===== src/rtl/layer_mux_sync.sv =====
// Registered N-to-1 pixel-layer multiplexer with frame-synchronous selection switching.
// Optional priority-overlay mode is compiled in when LAYER_MUX_PRIORITY_EN is defined.
module layer_mux_sync #(
  parameter int unsigned N    = 4,
  parameter int unsigned W    = 12,
  parameter logic [W-1:0] FILL = '0
) (
  input  logic                   clk,
  input  logic                   rst_n,
  input  logic [N*W-1:0]         in_data,
  input  logic [N-1:0]           in_valid,
  input  logic                   mode,
  input  logic [$clog2(N)-1:0]   sel_req,
  input  logic                   sel_load,
  input  logic                   frame_sync,
  output logic [W-1:0]           out_data,
  output logic                   out_valid,
  output logic [$clog2(N)-1:0]   active_sel,
  output logic                   pending,
  output logic                   sel_err
);

  localparam int unsigned SW = $clog2(N);
  localparam logic [SW:0] N_LIM = N[SW:0];

  logic [W-1:0]  ch [N];
  logic          req_ok, load_ok;
  logic [SW-1:0] eff_sel;
  logic [W-1:0]  sel_data;
  logic          sel_vld;

  logic [W-1:0]  out_data_d,    out_data_q;
  logic          out_valid_d,   out_valid_q;
  logic [SW-1:0] active_sel_d,  active_sel_q;
  logic [SW-1:0] pending_sel_d, pending_sel_q;
  logic          pending_d,     pending_q;
  logic          sel_err_d,     sel_err_q;

  always_comb begin
    for (int unsigned i = 0; i < N; i++) begin
      ch[i] = in_data[i*W +: W];
    end
  end

  // A valid load coincident with frame_sync bypasses the pending register,
  // so the new selection drives the very pixel of the frame boundary.
  always_comb begin
    req_ok        = ({1'b0, sel_req} < N_LIM);
    load_ok       = sel_load && req_ok;
    sel_err_d     = sel_load && !req_ok;
    pending_sel_d = load_ok ? sel_req : pending_sel_q;
    eff_sel       = active_sel_q;
    pending_d     = pending_q;
    if (frame_sync) begin
      pending_d = 1'b0;
      if (load_ok) begin
        eff_sel = sel_req;
      end else if (pending_q) begin
        eff_sel = pending_sel_q;
      end
    end else if (load_ok) begin
      pending_d = 1'b1;
    end
    active_sel_d = eff_sel;
  end

  always_comb begin
    sel_vld  = in_valid[eff_sel];
    sel_data = sel_vld ? ch[eff_sel] : FILL;
  end

`ifdef LAYER_MUX_PRIORITY_EN
  logic          pri_found;
  logic [W-1:0]  pri_data;

  always_comb begin
    pri_found = 1'b0;
    pri_data  = FILL;
    for (int unsigned i = 0; i < N; i++) begin
      if (in_valid[i] && !pri_found) begin
        pri_found = 1'b1;
        pri_data  = ch[i];
      end
    end
    out_data_d  = mode ? pri_data  : sel_data;
    out_valid_d = mode ? pri_found : sel_vld;
  end
`else
  logic unused_mode;
  assign unused_mode = mode;

  always_comb begin
    out_data_d  = sel_data;
    out_valid_d = sel_vld;
  end
`endif

  always_ff @(posedge clk or negedge rst_n) begin
    if (!rst_n) begin
      out_data_q    <= '0;
      out_valid_q   <= 1'b0;
      active_sel_q  <= '0;
      pending_sel_q <= '0;
      pending_q     <= 1'b0;
      sel_err_q     <= 1'b0;
    end else begin
      out_data_q    <= out_data_d;
      out_valid_q   <= out_valid_d;
      active_sel_q  <= active_sel_d;
      pending_sel_q <= pending_sel_d;
      pending_q     <= pending_d;
      sel_err_q     <= sel_err_d;
    end
  end

  assign out_data   = out_data_q;
  assign out_valid  = out_valid_q;
  assign active_sel = active_sel_q;
  assign pending    = pending_q;
  assign sel_err    = sel_err_q;

endmodule

===== config.mk =====
export PLATFORM = sky130hd
export DESIGN_NAME = layer_mux_sync
export DESIGN_NICKNAME = d
export VERILOG_FILES = /design/src/rtl/layer_mux_sync.sv
export SDC_FILE = /design/constraint.sdc
export NUM_CORES = 1
export LEC_CHECK = 0
export CAP_MARGIN = 20
export CORE_UTILIZATION = 34
export DETAILED_ROUTE_END_ITERATION = 7
export GPL_TIMING_DRIVEN = 0
export HOLD_SLACK_MARGIN = 0.08
export PLACE_DENSITY = 0.8
export SLEW_MARGIN = 20
export SYNTH_ARGS = -nofsm -noshare
export SYNTH_HDL_FRONTEND = slang
export SYNTH_SLANG_ARGS = --single-unit

===== constraint.sdc =====
create_clock -name clk -period 2.7 [get_ports clk]
set_input_delay 0.81 -clock clk [delete_from_list [all_inputs] [get_ports clk]]
set_output_delay 0.81 -clock clk [all_outputs]
set_load 0.005 [all_outputs]

Word level (Yosys, flattened, before mapping)
Index checks and enable logic that the tools add are counted.
Widths: inputs -> output; s select.
- flip-flop bits (word level): 18
- output and inout bits: 17
- bitwise operators: 1
- mux-type cells: 11
- magnitude comparators: 2
- reductions and logical operators: 1
- operators with widths (cell ; count):
    $mux 12 ; 3
    $bmux 12 s2 ; 1
    $mux 2 ; 3
    $ge 3x3->1 const B ; 1
    $lt 2x3->1 const B ; 1
    $mux 1 ; 3
    $not 2->3 ; 1
    $bmux 1 s2 ; 1
    $reduce_bool 2->1 ; 1

Logic depth before layout (Yosys ltp)
Gate-level depths: netlist of the first run.
- word-level depth: 8
- depth in mapped cells: 9
- gate-level depth less buffers: 6

Worst setup path after synthesis of the first run
Ideal clock, no wire load.
- path kind: in2reg
- start: input port sel_load
- end: register out_data_q[2], in the netlist out_data[2]
- data required time: 2.606 ns
- library setup time: 0.094 ns
- cell stages on the path: 9
- arrival time: 2.486 ns
- setup slack: 0.120 ns
- path through: buf_2 > and3b_1 > or4_1 > buf_2 > inv_4 > mux2i_1 > mux2_2 > buf_6 > a221oi_2
- word-level cells in the longest chain between the ends: 7
- elaborated cells between the ends (all ways): 9
- ends and longest elaborated chain (what ; line ; text):
    start, declared ; 14 ; input logic sel_load,
    $mux 2 (*) ; 56 ; if (load_ok) begin
    $mux 2 (*) ; 54 ; if (frame_sync) begin
    $not 2->3 (not written as such) ; 69 ; sel_data = sel_vld ? ch[eff_sel] : FILL;
    $bmux 12 s2 ; 69 ;
    $mux 12 (not written as such) (2 in a row) ; 69 ;
    $mux 12 (*) ; 69 ;
    net out_data_d[2] ; 32 ; logic [W-1:0] out_data_d, out_data_q;
    end signal, assigned ; 107 ; out_data_q <= out_data_d;
    end, declared ; 32 ;
The timed path passes the listed nets; every way through them passes the cells marked *. The select of a mux whose other input is x is not followed.
A chain may end at the register's enable or synchronous reset.

Final worst setup path of the first run
- start: input port sel_req[0]
- end: register out_data_q[4], in the netlist out_data[4]
- word-level cells in the longest chain between the ends: 7
- elaborated cells between the ends (all ways): 9
- ends and longest elaborated chain (what ; line ; text):
    start, declared ; 13 ; input logic [$clog2(N)-1:0] sel_req,
    $mux 2 (*) ; 56 ;
    $mux 2 (*) ; 54 ;
    $not 2->3 (not written as such) ; 69 ;
    $bmux 12 s2 ; 69 ;
    $mux 12 (not written as such) (2 in a row) ; 69 ;
    $mux 12 (*) ; 69 ;
    net out_data_d[4] ; 32 ;
Marked as above.

==> results summary, run 1 <==
After clock tree synthesis, the clock-pin slew on the worst setup and hold paths is 0.11 ns. TritonCTS built the clock tree. During placement, the flow inserted port buffers numbering 72.

After routing the design area is just under 2000 µm². The sum of routed wire segments on met1 is 1300 µm. Fill cells in the final layout number 232. Ranked by total cell area, the synthesized netlist is headed by dfrtp_1 (44%), mux2i_1 (14%), a221oi_2 (13%). In this run the top signal layer used is met4.

The met2 routed wirelength is 1670 µm. Timing would allow up to 0.393 GHz. The top cell types in the final layout, fill and taps aside, are clkdlybuf4s50_1 (70), dfrtp_1 (18), nand2_1 (14), mux2i_1 (14), a21oi_1 (13). The worst clock skew came out at 0.00188 ns.

The data required time at the worst endpoint is slightly below 3 ns. In this run the core area contains 19 standard-cell rows. The slowest stage of the critical path belongs to the cell a21oi_1. The final number of max-transition violations is 0. In the final routed layout, each cell accounts on average for 16.0 µm. In the routed layout, each cell is associated on average with a via count of 5.27. The via count of the first global-routing pass came out at 1110. CTS placed an instance of clkbuf_4 at the clock tree root. The max capacitance violation total came out at 0. The area of the mapped netlist is between 1000 and 1500 µm². The cell type contributing the most total cell area after synthesis is dfrtp_1.

The worst relative slew slack came out at 44.6%. The final critical-path share of the clock period is a little over nine tenths. Leaving out fill and tap cells, the most frequent cell in the layout is clkdlybuf4s50_1.

The final sum of negative setup slack came out at 0 ns. The critical path's largest stage delay is 0.53 ns. The clock drives 18 sinks. The fraction of layout cells with a size suffix above 1 is 15.4%. Summing the areas of all fa, ha and maj instances in the mapped netlist gives 0% of the synthesized area.

The final count of negative-setup-slack endpoints came out at 0. At the end of the flow, the number of nets in the layout was 235. The hold slack is 0.527 ns. The initial antenna violation count is 0. Traced cell by cell, the critical path runs through clkdlybuf4s50_1 -> o22ai_1 -> a21oi_1 -> clkbuf_1 -> a21oi_1 -> a221oi_4. The maximum count of clock buffers along a single path came out at 2.

The complex-gate fraction of the synthesized area is 23.3%. The total nets after synthesis came out at 155. The worst register-to-register path has a depth of 8. The total of flip-flops plus latches after synthesis is 18. The met3 routed wirelength came out at 305 µm. The time the final worst path needs with I/O delays and setup is 2.55 ns. The H-tree depth is 1. The number of hold-repair buffers added at the cts stage came out at 0. The worst setup path is captured at a flop. The last weighted congestion value of the routability-driven placer is 0.759. The fraction of the yosys area taken by sequential cells is 44.0%.

After global routing the overflow that remains totals 0. The detailed router's first-iteration violation count is between 60 and 70. The first-pass detailed-route iteration total is 6. By area, the combinational part of the netlist is dominated by compound AO/OA/AOI/OAI gates. STA classifies the critical path startpoint as an input pin. Power spread over the standard cell area amounts to 528 nW/µm². The cell count after synthesis is 96. The endpoint identified for the worst register-to-register timing path is out_data[5]$_DFF_PN0_. The count of different cell masters after synthesis is 20. In the routed design, unresolved DRC markers number 16. The family of cells with the greatest summed delay on the critical path is compound AO/OA/AOI/OAI gates. After synthesis, the share of cell area in mux cells is 17.0%. Along the worst hold path, the cell count comes to 1. The worst hold path begins at pending_sel_q[1]$_DFFE_PN0P_. The total buffers and inverters traversed by the critical path came out at 2. After synthesis, the largest area contributor takes up 44.0% of total cell area. The total length of routed wires is 3310 µm. The final reports fail on design-rule violations. For this block, the via count after detailed routing is 1085. Once the floorplan was initialized, standard cells occupied between 30 and 40% of the core. By startpoint and endpoint, the worst setup path is classified as in2reg. The clock insertion delay at the later pin of the skew report came out at around 0.29 ns. In this run the critical register-to-register path is launched from pending$_DFFE_PN0P_. The maximum number of pins on one net before global-route repair came out at 19. The worst-case IR drop observed on VDD is approximately 250 µV. The transition time at the pin with the least slew margin is 0.828 ns. The run finished, with violations left.

The die is 56.9 µm tall. The remaining antenna violation count is 0. The maximum fanout encountered on the critical timing path came out at 10. The number of top-level pins is 76. The share of synthesized cell area in and, or, nand and nor gates came out at 9.28%. The number of diodes added for antenna fixing came out at 0.

The number of buffers created by CTS came out at 3. The post-synthesis xor/xnor area fraction came out at 0%. The worst hold path terminates at pending_sel_q[1]$_DFFE_PN0P_.

The average cell area after synthesis came out at 10.7 µm². The post-synthesis to final-layout area growth is 87.4%. The kind of path behind the tightest hold check is reg2reg. For this design the static power due to leakage is 0.833 nW. The Yosys warning count is 0. The number of hold violations in the final report is 0. The die span in x came out at ~57 µm. The area of the core region came out at 2810 µm².

The detailed placement HPWL is 2380 µm. The area of the die came out at between 3000 and 4000 µm². The cell that appears most often on the critical path is a21oi_1. The wire length of the first global-routing pass is 4840 µm.

The placed instance area is 1780 µm². Across all register-to-register paths, the minimum setup slack is 0.53 ns. The data arrival time at the worst-slack endpoint is 2.76 ns. Across every metal layer, demand over resource in global routing totals between 10% and 20%.
[how the worst max path moves through the flow]
stage | cells past startpoint | slack [ns] | start | end
after global placement | 8 | -0.44 | frame_sync | out_data[6]$_DFF_PN0_
after floorplan | 9 | 0.12 | sel_load | out_data[2]$_DFF_PN0_
after detailed placement | 8 | -0.49 | frame_sync | out_data[4]$_DFF_PN0_
after CTS | 9 | 0.02 | sel_req[1] | out_data[5]$_DFF_PN0_
final | 6 | 0.15 | sel_req[0] | out_data[4]$_DFF_PN0_
after global routing | 6 | -0.008 | sel_req[0] | out_data[5]$_DFF_PN0_
[what timing repair did]
| action | CTS | global route |
|---|---|---|
| hold endpoints to repair | 0 | 0 |
| gates resized for setup | 6 | 9 |
| buffers inserted | 2 | 0 |
| endpoints found under the setup margin | 13 | 10 |
| cloned | 0 | 1 |
[power by group]
group	leakage, nW	total [mW]	switching, mW	internal [mW]
logic	0.589	0.500	0.203	0.297
registers	0.224	0.345	0.0211	0.324
clock network	0.0210	0.169	0.0868	0.0822
[sequential cells by signal, indices dropped and copies added (netlist names)]
name,flops
active_sel,2
out_data,12
out_valid,1
pending,1
pending_sel_q,2
[cell families (layout without fill, tap and decap cells)]
group / after synthesis / after routing
multiplexers: 17 / 17
AO/OA/AOI/OAI: 27 / 27
AND/OR/NAND/NOR: 21 / 21
flip-flops: 18 / 18
buffers and inverters: 12 / 91
other: 1 / 1
[metal layers]
layer	track usage [%]	up-vias
li1	-	512
met5	0	-
met2	36.1	56
met1	21.6	513
met4	8.01	0
met3	5.07	4
[Yosys cell counts (all sizes together)]
| library cell | count |
|---|---|
| dfrtp | 18 |
| mux2i | 14 |
| nand2 | 14 |
| a21oi | 13 |
| a221oi | 12 |
| buf | 5 |
| clkbuf | 4 |
| inv | 3 |
| mux2 | 3 |
| nor2 | 3 |
| o22ai | 2 |
| and3b | 1 |
| conb | 1 |
| nor3 | 1 |
| nor4bb | 1 |
| or4 | 1 |
[per-stage QoR]
stage	cells	setup slack, ns	total power, mW	utilization, %
finish	206	0.154	1.01	68.5
detailed placement	199	-0.488	0.790	63.6
CTS	205	0.0156	0.973	65.8
global route	206	-0.00810	1.07	68.5
global placement	199	-0.445	0.779	63.6
floorplan	96	0.120	0.552	-
[cell type report]
type	count	area, µm²	share of cell area [%]
sequential	18	450	23.5
multi-input combinational	66	542	28.2
tap	31	38.8	2.02
clock buffer	4	36.3	1.89
buffer	9	67.6	3.52
inverter	3	23.8	1.24
timing repair buffer	75	762	39.7
Power figures use the tool's default switching activity.
==> run 2: changes to the inputs <==
--- a/constraint.sdc
+++ b/constraint.sdc
@@ -3,2 +3,2 @@
 set_output_delay 0.81 -clock clk [all_outputs]
-set_load 0.005 [all_outputs]
+set_load 0.1 [all_outputs]
==> results summary, run 2 (synthesis gave the netlist of run 1 again) <==
The run finished, with violations left. The checks that failed: design-rule violations. The highest achievable clock rate came out at about 0.38 GHz. The critical path's largest stage delay came out at 1.14 ns. After detailed routing, the number of remaining DRC violations is 16.

The number of hold violations in the final report was 0. The maximum count of clock buffers along a single path is 2. In the routed layout, each cell is associated on average with a via count of 5.27. On the critical path, the stage with the largest delay is an instance of clkdlybuf4s50_1.

The wire length of the first global-routing pass is ~4800 µm. The time the final worst path needs with I/O delays and setup is 2.64 ns. At the pin with the least slew margin, the transition time is about 1 ns. Leaving out fill and tap cells, the most frequent cells in the layout are clkdlybuf4s50_1 (69), dfrtp_1 (18), nand2_1 (14), mux2i_1 (14), a21oi_1 (13). The kind of critical path is reg2out. The area of the die is about 3200 µm².

For this configuration, the core starts out at a cell density of between 30% and 40%. The number of buffers created by CTS is 3. The initial antenna violation count is 0. The maximum fanout encountered on the critical timing path is 3.

The floorplan has 19 rows. The number of nets at the end of the flow is 235. The total area inside the core boundary comes to 2810 µm². The count of fill cells added during filler insertion came out at about 230.

The fraction of layout cells with a size suffix above 1 came out at 15.4%. TritonCTS built the clock tree. The placed instance area came out at between 1500 and 2000 µm². The last weighted congestion value of the routability-driven placer came out at 0.759. The register with the most flip-flops in the layout has 12 of them. For this block, the via count after detailed routing is 1085.

With fillers left out, the area of the finished cells amounts to 1920 µm². Including well taps, the total number of placed cells is slightly below 200. In this run the clock root is driven by a clkbuf_4. The kind of path behind the tightest hold check is reg2reg.

The number of top-level pins is 76. The completed layout was analyzed and its total power is 1.41 mW. The worst clock skew is 0.00188 ns. The hold slack came out at 0.527 ns.

The total clock sinks came out at 18. The worst pin sits at a relative slew slack of 34.1%. The total length of routed wires came out at 3310 µm. The final number of max-transition violations came to 0. The register cell area after layout came out at 450 µm².

The number of I/O port buffers is 72. The clock-pin slew reported for the worst setup and hold paths after clock tree synthesis came out at between 0.1 and 0.15 ns. The setup slack on the worst flop-to-flop path is ~0.53 ns. The die span in x is around 57 µm. The first detailed-routing pass ran for 6 iterations. The via count of the first global-routing pass is 1110. The total congestion overflow came out at 0.

The cell family contributing the most delay on the critical path is buffers and inverters. The global-route usage over all layers is 19.8%. The per-cell routed wire length came out at 16.0 µm. The clock insertion delay at the later pin of the skew report came out at between 0.2 and 0.3 ns. The power per cell area came out at roughly 730 nW/µm². The worst setup path is captured at a primary output. Entering global routing, the biggest net connects 19 pins. The data required time at the worst endpoint is ~1.9 ns. The startpoint kind of the worst setup timing path is a flop. Max-cap violations in this run came to 0. From bottom edge to top edge, the die measures around 57 µm. The final critical-path share of the clock period is 97.7%. The detailed router's first-iteration violation count is between 60 and 70. The worst voltage drop across the vdd grid is 297 µV. The library cell used most frequently in the layout, excluding fill and tap cells, is clkdlybuf4s50_1. The remaining antenna violation count came out at 0. Walking the worst path, the cells encountered are clkdlybuf4s50_1. The post-synthesis to final-layout area growth came out at 87.3%. Setup violations remaining at the end of the flow were counted as 0. 0 antenna diodes ended up in the layout. The detailed placement HPWL is 2380 µm. In this run the number of H-tree levels came out at 1. The data arrival time at the worst-slack endpoint came out at 1.83 ns. Together, buffers and inverters on the worst path number 1. The area used by multi-input combinational logic came out at 542 µm². The standby leakage power is 0.836 nW. Once layout is complete, the cells apart from fillers number 206.
==> run 2: metal layers <==
metal,GRT usage [%],up-vias,share of wire [%]
li1,-,512,-
met2,36.1,56,51
met3,5.07,4,9.3
met4,8.01,0,1.0
met5,0,-,0
met1,21.6,513,39
==> run 2: what timing repair did <==
item | 4_1_cts | 5_1_grt
setup endpoints to repair | 14 | 10
gates cloned | 0 | 1
setup buffers | 2 | 0
hold buffers | 0 | 0
pin swaps | 0 | 0
gates resized for setup | 7 | 9
==> run 2: final timing paths <==
kind	start	to	cells past startpoint
worst min register to register	pending_sel_q[1]$_DFFE_PN0P_	pending_sel_q[1]$_DFFE_PN0P_	1
worst max-delay path	active_sel[1]$_DFF_PN0_	active_sel[1]	1
worst max register to register	pending$_DFFE_PN0P_	out_data[5]$_DFF_PN0_	8
worst min-delay path	pending_sel_q[1]$_DFFE_PN0P_	pending_sel_q[1]$_DFFE_PN0P_	1
min in group asynchronous	rst_n	pending_sel_q[0]$_DFFE_PN0P_	1
max in group asynchronous	rst_n	out_data[3]$_DFF_PN0_	1
==> run 2: where the power goes <==
group / leakage [nW] / internal, mW / switching (mW)
sequential: 0.224 / 0.324 / 0.0210
clock: 0.0210 / 0.0822 / 0.0868
combinational: 0.591 / 0.296 / 0.598
==> run 2: final cells by class <==
class / count / area share (%)
plain buffers: 9 / 3.52
repair buffers: 75 / 39.6
inverters: 3 / 1.24
flip-flops and latches: 18 / 23.5
well taps: 31 / 2.02
multi-input cells: 66 / 28.2
clock buffers: 4 / 1.89
==> run 2: stage by stage <==
step | worst slack [ns] | util, % | setup TNS, ns
floorplan | 0.120 | - | 0
global placement | -0.445 | 63.6 | -5.46
detailed placement | -0.488 | 63.6 | -6.15
CTS | 0.0156 | 65.8 | 0
global route | -0.00810 | 68.4 | -0.00810
finish | 0.0616 | 68.4 | 0
